==> src/rtl/router_port_demux.sv <==
// router_port_demux
//   Demultiplexes one serial router input onto one of N_OUT serial outputs.
//   A frame starts with an ADDR_W-bit destination (MSB first) and is followed
//   by PAD_CYCLES padding cycles. During padding the destination is claimed
//   through a busy handshake with the crossbar arbiter. A frame whose
//   destination stays busy for the whole padding period is dropped. Packets,
//   drops and protocol errors are counted in saturating counters.
//
// Ports
//   clock      rising-edge clock
//   reset_n    asynchronous reset, active-high
//   din        serial data/address bit
//   valid_n    active-low data valid
//   frame_n    active-low frame
//   dest_busy  per-output busy flag from the arbiter (1 = owned elsewhere)
//   dout       per-output serial data (registered)
//   valido_n   per-output active-low valid (registered)
//   frameo_n   per-output active-low frame (registered)
//   claim      one-hot ownership request/hold towards the arbiter
//   addr_o     destination of the current packet
//   pkt_cnt    packets delivered
//   drop_cnt   packets dropped for contention
//   err_cnt    protocol errors (frame_n high during address or padding)
module router_port_demux #(
    parameter int unsigned N_OUT      = 16,
    parameter int unsigned ADDR_W     = 4,
    parameter int unsigned PAD_CYCLES = 5,
    parameter int unsigned CNT_W      = 8
) (
    input  logic              clock,
    input  logic              reset_n,
    input  logic              din,
    input  logic              valid_n,
    input  logic              frame_n,
    input  logic [N_OUT-1:0]  dest_busy,
    output logic [N_OUT-1:0]  dout,
    output logic [N_OUT-1:0]  valido_n,
    output logic [N_OUT-1:0]  frameo_n,
    output logic [N_OUT-1:0]  claim,
    output logic [ADDR_W-1:0] addr_o,
    output logic [CNT_W-1:0]  pkt_cnt,
    output logic [CNT_W-1:0]  drop_cnt,
    output logic [CNT_W-1:0]  err_cnt
);

    localparam int unsigned BCNT_W = (ADDR_W > 1) ? $clog2(ADDR_W) : 1;
    localparam logic [3:0] PadInit = 4'(PAD_CYCLES);
    localparam logic [N_OUT-1:0] PortZero = N_OUT'(1);

    typedef enum logic [2:0] {
        StIdle,
        StAddr,
        StPad,
        StData,
        StDrop
    } state_e;

    state_e             r_state, w_state_next;
    logic [ADDR_W-1:0]  r_shift, w_shift_next, w_shift_in;
    logic [BCNT_W-1:0]  r_bcnt, w_bcnt_next;
    logic [3:0]         r_pad, w_pad_next;
    logic [ADDR_W-1:0]  r_addr, w_addr_next;
    logic [N_OUT-1:0]   r_claim, w_claim_next;
    logic [N_OUT-1:0]   r_dout, w_dout_next;
    logic [N_OUT-1:0]   r_valido_n, w_valido_n_next;
    logic [N_OUT-1:0]   r_frameo_n, w_frameo_n_next;
    logic [CNT_W-1:0]   r_pkt, w_pkt_next;
    logic [CNT_W-1:0]   r_drop, w_drop_next;
    logic [CNT_W-1:0]   r_err, w_err_next;
    logic               r_pkt_done, w_pkt_done_next;
    logic               w_granted;

    function automatic logic [CNT_W-1:0] sat_inc(input logic [CNT_W-1:0] v);
        return (&v) ? v : v + CNT_W'(1);
    endfunction

    always_comb begin
        w_state_next    = r_state;
        w_shift_next    = r_shift;
        w_bcnt_next     = r_bcnt;
        w_pad_next      = r_pad;
        w_addr_next     = r_addr;
        w_claim_next    = r_claim;
        w_dout_next     = '0;
        w_valido_n_next = '1;
        w_frameo_n_next = '1;
        w_drop_next     = r_drop;
        w_err_next      = r_err;
        w_pkt_done_next = 1'b0;
        w_granted       = 1'b0;
        // Shift register keeps only the low ADDR_W bits of {old, new}.
        w_shift_in      = ADDR_W'({r_shift, din});
        // The delivery is counted in the cycle after the last bit, together
        // with the claim release.
        w_pkt_next      = r_pkt_done ? sat_inc(r_pkt) : r_pkt;

        unique case (r_state)
            StIdle: begin
                // Releases the claim held over from the previous packet's last bit.
                w_claim_next = '0;
                if (!frame_n) begin
                    w_shift_next = ADDR_W'(din);
                    w_bcnt_next  = BCNT_W'(1);
                    if (ADDR_W == 1) begin
                        w_addr_next  = ADDR_W'(din);
                        w_pad_next   = PadInit;
                        w_state_next = StPad;
                    end else begin
                        w_state_next = StAddr;
                    end
                end
            end

            StAddr: begin
                if (frame_n) begin
                    w_claim_next = '0;
                    w_err_next   = sat_inc(r_err);
                    w_state_next = StIdle;
                end else begin
                    w_shift_next = w_shift_in;
                    w_bcnt_next  = BCNT_W'(r_bcnt + 1'b1);
                    if (r_bcnt == BCNT_W'(ADDR_W - 1)) begin
                        w_addr_next  = w_shift_in;
                        w_pad_next   = PadInit;
                        w_state_next = StPad;
                    end
                end
            end

            StPad: begin
                if (frame_n) begin
                    w_claim_next = '0;
                    w_err_next   = sat_inc(r_err);
                    w_state_next = StIdle;
                end else begin
                    w_pad_next = r_pad - 4'd1;
                    w_granted  = (r_claim != '0) || !dest_busy[r_addr];
                    if ((r_claim == '0) && !dest_busy[r_addr]) begin
                        w_claim_next = PortZero << r_addr;
                    end
                    if (r_pad == 4'd1) begin
                        if (w_granted) begin
                            w_state_next = StData;
                        end else begin
                            w_drop_next  = sat_inc(r_drop);
                            w_state_next = StDrop;
                        end
                    end
                end
            end

            StData: begin
                w_dout_next[r_addr]     = din & ~valid_n;
                w_valido_n_next[r_addr] = valid_n;
                // Frame only rises on the valid last bit; idle bits keep it low.
                w_frameo_n_next[r_addr] = frame_n & ~valid_n;
                if (frame_n && !valid_n) begin
                    w_pkt_done_next = 1'b1;
                    w_state_next    = StIdle;
                end
            end

            StDrop: begin
                if (frame_n && !valid_n) begin
                    w_state_next = StIdle;
                end
            end

            default: begin
                w_claim_next = '0;
                w_state_next = StIdle;
            end
        endcase
    end

    always_ff @(posedge clock or posedge reset_n) begin
        if (reset_n) begin
            r_state    <= StIdle;
            r_shift    <= '0;
            r_bcnt     <= '0;
            r_pad      <= '0;
            r_addr     <= '0;
            r_claim    <= '0;
            r_dout     <= '0;
            r_valido_n <= '1;
            r_frameo_n <= '1;
            r_pkt      <= '0;
            r_drop     <= '0;
            r_err      <= '0;
            r_pkt_done <= 1'b0;
        end else begin
            r_state    <= w_state_next;
            r_shift    <= w_shift_next;
            r_bcnt     <= w_bcnt_next;
            r_pad      <= w_pad_next;
            r_addr     <= w_addr_next;
            r_claim    <= w_claim_next;
            r_dout     <= w_dout_next;
            r_valido_n <= w_valido_n_next;
            r_frameo_n <= w_frameo_n_next;
            r_pkt      <= w_pkt_next;
            r_drop     <= w_drop_next;
            r_err      <= w_err_next;
            r_pkt_done <= w_pkt_done_next;
        end
    end

    assign dout     = r_dout;
    assign valido_n = r_valido_n;
    assign frameo_n = r_frameo_n;
    assign claim    = r_claim;
    assign addr_o   = r_addr;
    assign pkt_cnt  = r_pkt;
    assign drop_cnt = r_drop;
    assign err_cnt  = r_err;

endmodule

==> config.mk <==
export PLATFORM = sky130hd
export DESIGN_NAME = router_port_demux
export DESIGN_NICKNAME = d
export VERILOG_FILES = /design/src/rtl/router_port_demux.sv
export SDC_FILE = /design/constraint.sdc
export NUM_CORES = 1
export LEC_CHECK = 0
export CAP_MARGIN = 20
export CELL_PAD_IN_SITES_DETAIL_PLACEMENT = 1
export CELL_PAD_IN_SITES_GLOBAL_PLACEMENT = 1
export CORE_ASPECT_RATIO = 1.5
export CORE_MARGIN = 2
export CORE_UTILIZATION = 38
export CTS_CLUSTER_DIAMETER = 80
export DETAILED_ROUTE_END_ITERATION = 10
export GPL_TIMING_DRIVEN = 0
export PLACE_DENSITY = 0.84
export SLEW_MARGIN = 20
export SYNTH_ARGS = -nofsm -noshare
export SYNTH_HDL_FRONTEND = slang
export SYNTH_SLANG_ARGS = --single-unit
==> constraint.sdc <==
create_clock -name clock -period 4.1 [get_ports clock]
set_clock_uncertainty 0.05 [all_clocks]
set_input_delay 0.615 -clock clock [delete_from_list [all_inputs] [get_ports clock]]
set_output_delay 0.615 -clock clock [all_outputs]
set_load 0.005 [all_outputs]
==> results of run 1 <==
## cell usage after synthesis (2+ instances only)
library cell   n
o221ai_1       2
nand4_1        9
clkbuf_1      12
mux4_1         2
nand2b_1       5
xor2_1         5
mux4_2         2
o21ai_0        5
nor2b_1        4
mux2_2         8
nand2_1       56
xnor2_1       16
dfrtp_1       73
ha_1           6
nor3b_1        2
dfstp_2       32
inv_1          5
and3_1        12
a22o_1        17
buf_2          3
nor4_1         5
nand3_1       17
or4_1          2
buf_6          3
a21oi_1        2
nor2_1        17
or3_1          3
nor3_1        20
## registers in the layout, summed over array words and instances (netlist names)
name        cells
frameo_n       16
err_cnt         8
r_bcnt          2
r_state         3
pkt_cnt         8
r_pad           4
claim          16
drop_cnt        8
valido_n       16
r_pkt_done      1
addr_o          4
dout           16
r_shift         3
## kinds of logic (layout without fill, tap and decap cells)
family | Yosys count | after routing | share of synthesized area [%]
buffers and inverters | 23 | 151 | 2.61
xor gates and xnor gates | 21 | 21 | 4.26
DFF | 105 | 105 | 61.7
adders and majority gates | 6 | 6 | 1.74
AOI/OAI and AO/OA | 35 | 35 | 6.46
muxes | 12 | 12 | 4.34
and+or+nand+nor | 162 | 162 | 18.9
## how the worst max path moves through the flow
stage                     startpoint  cells after the start    endpoint  slack [ps]
after global placement       reset_n                      2  err_cnt[7]        -630
final                        frame_n                      7    claim[2]        1230
after floorplan              reset_n                      1   addr_o[0]         730
after CTS                    frame_n                      7   claim[12]        1250
after detailed placement     frame_n                      7   claim[12]         930
after global routing         frame_n                      7   claim[12]        1080
## routing by layer
layer / vias to the layer above / wire length, um / GRT usage [%]
li1: 1520 / - / -
met2: 89 / 6840 / 38.9
met3: 21 / 366 / 3.63
met4: 0 / 300 / 7.49
met1: 1730 / 4360 / 22.9
met5: - / 0 / 0
## stage by stage
step           util, %  power (mW)  cell area [um2]  worst slack (ps)
2_1_floorplan        -        1.84             4320               727
3_3_place_gp      50.8        2.16             5620              -635
3_5_place_dp      51.1        2.21             5650               926
4_1_cts           53.7        3.05             5930              1250
5_1_grt           53.7        3.20             5930              1080
6_report          53.7        3.02             5930              1230
## power groups by stage
| stage | Clock [mW] | Combinational (mW) | Sequential [mW] |
|---|---|---|---|
| final | 0.824 | 0.922 | 1.27 |
| after global placement | 0 | 0.879 | 1.28 |
| after CTS | 0.841 | 0.934 | 1.27 |
| after global routing | 0.874 | 1.03 | 1.29 |
| after detailed placement | 0 | 0.921 | 1.29 |
| after floorplan | 0 | 0.573 | 1.27 |
## critical path, delay by kind of cell
| kind | cells | cell delay [ps] |
|---|---|---|
| AND/OR/NAND/NOR | 1 | 350 |
| buffers and inverters | 4 | 1300 |
| AO/OA/AOI/OAI | 2 | 830 |
## area by class of cell
type | instances | area share [%]
Buffer | 18 | 1.58
Multi-Input combinational cell | 236 | 26.0
Sequential cell | 105 | 45.0
Clock inverter | 3 | 0.359
Timing Repair Buffer | 112 | 19.2
Clock buffer | 13 | 4.41
Inverter | 5 | 0.401
Tap cell | 147 | 3.10
==> flow_metrics.tcl, run 1 <==
set metrics [dict create \
    outcome "complete, no violations" \
    fin_cells 639 \
    rr_worst_depth 6 \
    detail_route.wl_per_cell_um 18.6 \
    worstPathArrival_ps 3100 \
    r2r-start "claim[12]" \
    seq_power_share_pct 42.1 \
    placed_cells 623 \
    synth_area_um2 4320 \
    final_max_slew_viol_count 0 \
    synthesis.nets 391 \
    routabilityCongestion 0.779 \
    setup_viol 0 \
    ys_warn_count 0 \
    nets 514 \
    routed_wl_um 11900 \
    place_hpwl_um 8810 \
    clock_power_share_pct 27.3 \
    cts_buffer_depth 2 \
    die_w_um 91.1 \
    hp-class "flip-flop to flip-flop" \
    holdPathStages 2 \
    drc_errors 0 \
    fill_cells 1211 \
    cts.hold.buffers_added 0 \
    drive_gt1_share_pct 13.6 \
    period_share_pct 69.9 \
    max_freq_mhz 349 \
    peakVddDrop_mv 0.233 \
    htree_levels 3 \
    synth_cell_type_count 47 \
    cpPeakStageDelay_ps 590 \
    drtIter0Drc 107 \
    synth_largest_area_cell "dfrtp_1" \
    die_area_um2 12300 \
    final_common_cell "clkdlybuf4s50_1" \
    synth_top_cell_area_share_pct 42.3 \
    overflow 0 \
    cts.clk_slew.worst_paths_ps 70 \
    power.density_nw_per_um2 508 \
    synthCells 364 \
    hold_violations 0 \
    grt_pass1_vias 3690 \
    max-slew-margin-rel_pct 53.4 \
    antennaDiodeCount 0 \
    vias 3360 \
    ant_nets 0 \
    whs_ps 431 \
    setup.worst_path.class "input port to flip-flop" \
    grt_max_degree 86 \
    hold_start "r_shift[2]" \
    synthToLayoutAreaGrowth_pct 37.3 \
    finalSetupTns_ps 0 \
    cp_max_fo 10 \
    p_int_mw 2.01 \
    path_cells "clkdlybuf4s50_1, buf_2, or3_1, clkbuf_1, o21ai_1, clkbuf_1, a22o_1" \
    antenna_found_initial 0 \
    end_kind "flip-flop" \
    track_usage_pct 20.6 \
    cap_violations 0 \
    p_sw_mw 1.01 \
    post_cts.repair.setup_buffers 0 \
    ys_ff_latch 105 \
    synth_area_leaders "dfrtp_1, dfstp_2, nand2_1" \
    power.share.switching_pct 33.5 \
    cp_slowest_cell "o21ai_1" \
    min_to "r_shift[2]" \
    cts.repair.resized 0 \
    rsz0062_at_grt "false" \
    die_y_um 135 \
    layout_common_cells "clkdlybuf4s50_1, dfrtp_1, nand2_1" \
    p_comb_share_pct 30.6 \
    grt_pass1_wl_um 19800 \
    seq_area_um2 2670 \
    placementRows 47 \
    worstPathRequired_ps 4330 \
    initial_core_util_pct 39.1 \
    reg2reg_to "claim[2]" \
    synth_flop_cell "dfrtp_1" \
    clock_latency_ps 340 \
    multi_input_area_um2 1540 \
    cts_buffers 9 \
    layout_min_cycle_time_ps 2870 \
    clock-root-buffer "clkbuf_16" \
    async_flop_share_pct 100 \
    port_buffers 111 \
    max_slew.worst_pin.slew_ps 692 \
    syn_area_per_cell_um2 11.9 \
    cp_common_cell "clkbuf_1" \
    clock_sinks 105 \
    cts_tree "done" \
    p_leak_nw 2.49 \
    synth-edff-count 0 \
    routed_via_density 5.26 \
    start_kind "input port" \
    ios 113 \
    ys_seq_area_share_pct 61.7 \
    core_um2 11100 \
    rrSetupSlack_ps 1330 \
    drt-pass1-iter-count 4 \
]
No activity file was read; power rests on OpenSTA's default activity.
==> run 2: changes to the inputs <==
Clock period 4.1 ns to 2.75 ns, I/O delays scaled along.
==> run 2 against run 1 <==
Clock power increased by 44%. Design area increased by 0.44%. Count of clock-buffer cells in the layout down 2. Die area is the same. Via count increased by 1.1%. First-iteration DRC count rose by 33%. Power up 49%. Sequential power rose by 50%. Critical path depth unchanged. Global-route usage rose by 0.52 points. Largest cell class unchanged.
==> flow_metrics.tcl, run 2 (synthesis gave the netlist of run 1 again) <==
set metrics [dict create \
    outcome "complete, no violations" \
    die_y_um 135 \
    p_total_mw 4.49 \
    setup_ws_ps 236 \
    period_share_pct 91.4 \
    final_common_cell "clkdlybuf4s50_1" \
    startpoint "addr_o[1]" \
    cts_buffers 9 \
    antenna_found_initial 0 \
    final_max_slew_viol_count 0 \
    detail_route.wl_per_cell_um 19.3 \
    rsz0062_at_grt "false" \
    peakVddDrop_mv 0.384 \
    placementRows 47 \
    layout_min_cycle_time_ps 2510 \
    multi_input_area_um2 1550 \
    cts_tree "done" \
    cts.clk_slew.worst_paths_ps 70 \
    fin_cells 641 \
    seq_power_share_pct 42.4 \
    clock_power_share_pct 26.5 \
    port_buffers 111 \
    routed_wl_um 12400 \
    seq_area_um2 2670 \
    place_ws_ps -110 \
    max_slew.worst_pin.slew_ps 789 \
    p_sw_mw 1.53 \
    grt_pass1_vias 3852 \
    start_kind "flip-flop" \
    vias 3398 \
    ant_nets 0 \
    drc_errors 0 \
    end_kind "flip-flop" \
    fin_area_um2 5960 \
    nets 516 \
    cp_max_fo 10 \
    power.share.switching_pct 34.0 \
    clock_latency_ps 340 \
    post_cts.repair.setup_buffers 0 \
    clock-root-buffer "clkbuf_16" \
    core_um2 11100 \
    worstPathArrival_ps 2690 \
    ios 113 \
    cts_buffer_depth 2 \
    power.density_nw_per_um2 753 \
    initial_core_util_pct 39.1 \
    post_dp_cell_area_um2 5680 \
    routabilityCongestion 0.778 \
    max-slew-margin-rel_pct 46.9 \
    layout_common_cells "clkdlybuf4s50_1, dfrtp_1, nand2_1" \
    die_w_um 91.1 \
    htree_levels 3 \
    drive_gt1_share_pct 14.4 \
    hp-class "input port to asynchronous set/reset pin" \
    clock_sinks 105 \
    p_comb_share_pct 31.1 \
    cap_violations 0 \
    hold_violations 0 \
    setup_viol 0 \
    grt_pass1_wl_um 20200 \
    die_area_um2 12300 \
    placed_cells 625 \
    synthToLayoutAreaGrowth_pct 37.9 \
    track_usage_pct 21.1 \
    p_int_mw 2.96 \
    r2r-start "addr_o[1]" \
    place_hpwl_um 9260 \
    grt_max_degree 37 \
    worstPathRequired_ps 2930 \
    fill_cells 1208 \
    drtIter0Drc 142 \
    routed_via_density 5.30 \
    p_leak_nw 2.51 \
    antennaDiodeCount 0 \
    max_freq_mhz 398 \
    overflow 0 \
    drt-pass1-iter-count 4 \
    setup.worst_path.class "flip-flop to flip-flop" \
]
run 2: cell count changes in the layout (fill, tap and decap cells not counted), moves of 2 or more:
| cell | delta |
|---|---|
| buf_12 | +3 |
| inv_6 | -2 |
| clkinv_4 | +2 |
| clkbuf_1 | -2 |
run 2: power by group through the flow:
| stage | Clock, mW | Combinational, mW | Sequential, mW |
|---|---|---|---|
| floorplan | 0 | 0.855 | 1.89 |
| global placement | 0 | 1.31 | 1.91 |
| detailed placement | 0 | 1.38 | 1.93 |
| CTS | 1.22 | 1.40 | 1.90 |
| global route | 1.27 | 1.54 | 1.93 |
| finish | 1.19 | 1.40 | 1.90 |
run 2: path summary, 6_finish.rpt:
| kind | to | slack (ps) | cells after the start |
|---|---|---|---|
| worst max-delay path | claim[14] | 240 | 7 |
| worst max register to register | claim[14] | 240 | 7 |
| worst min register to register | r_shift[2] | 440 | 2 |
| min in group clock | r_shift[0] | 440 | 3 |
| max in group asynchronous | valido_n[9] | 1480 | 4 |
| worst min-delay path | pkt_cnt[3] | 360 | 2 |
run 2: critical path, stage by stage, from the launching register on:
cell	delay (ps)
dfrtp_1	450
buf_6	190
mux4_2	500
a22o_1	220
nor3_1	250
o21ai_2	170
clkbuf_1	280
a22o_1	300
run 2: timing repair:
action	in CTS	in global routing
endpoints found under the setup margin	0	10
hold buffers	0	0
endpoints found under the hold margin	0	0
gates resized for setup	0	1
run 2: final cells by class:
type | count | share of cell area [%]
Inverter | 5 | 0.378
Tap cell | 147 | 3.09
Clock inverter | 5 | 0.525
Sequential cell | 105 | 44.8
Timing Repair Buffer | 114 | 19.7
Clock buffer | 11 | 4.07
Buffer | 18 | 1.57
Multi-Input combinational cell | 236 | 25.9
run 2: per-stage QoR:
stage	util, %	setup TNS, ps	hold slack [ps]
detailed placement	51.4	-1330	428
finish	53.9	0	362
floorplan	-	0	385
global placement	50.8	-565	407
CTS	53.9	0	365
global route	53.9	0	390
run 2: per-layer routing:
| layer | share of wire (%) | track usage (%) | vias up | wire length [um] |
|---|---|---|---|---|
| met3 | 3.9 | 4.07 | 28 | 479 |
| met5 | 0 | 0 | - | 0 |
| met2 | 56 | 39.3 | 110 | 6980 |
| met4 | 3.2 | 10.9 | 0 | 395 |
| li1 | - | - | 1531 | - |
| met1 | 37 | 22.4 | 1729 | 4530 |
==> run 3: changes to the inputs <==
Settings changed: SKIP_LAST_GASP set to 1.
==> results of run 3 <==
No change in the layout: final DEF, timing and power equal those of run 2.
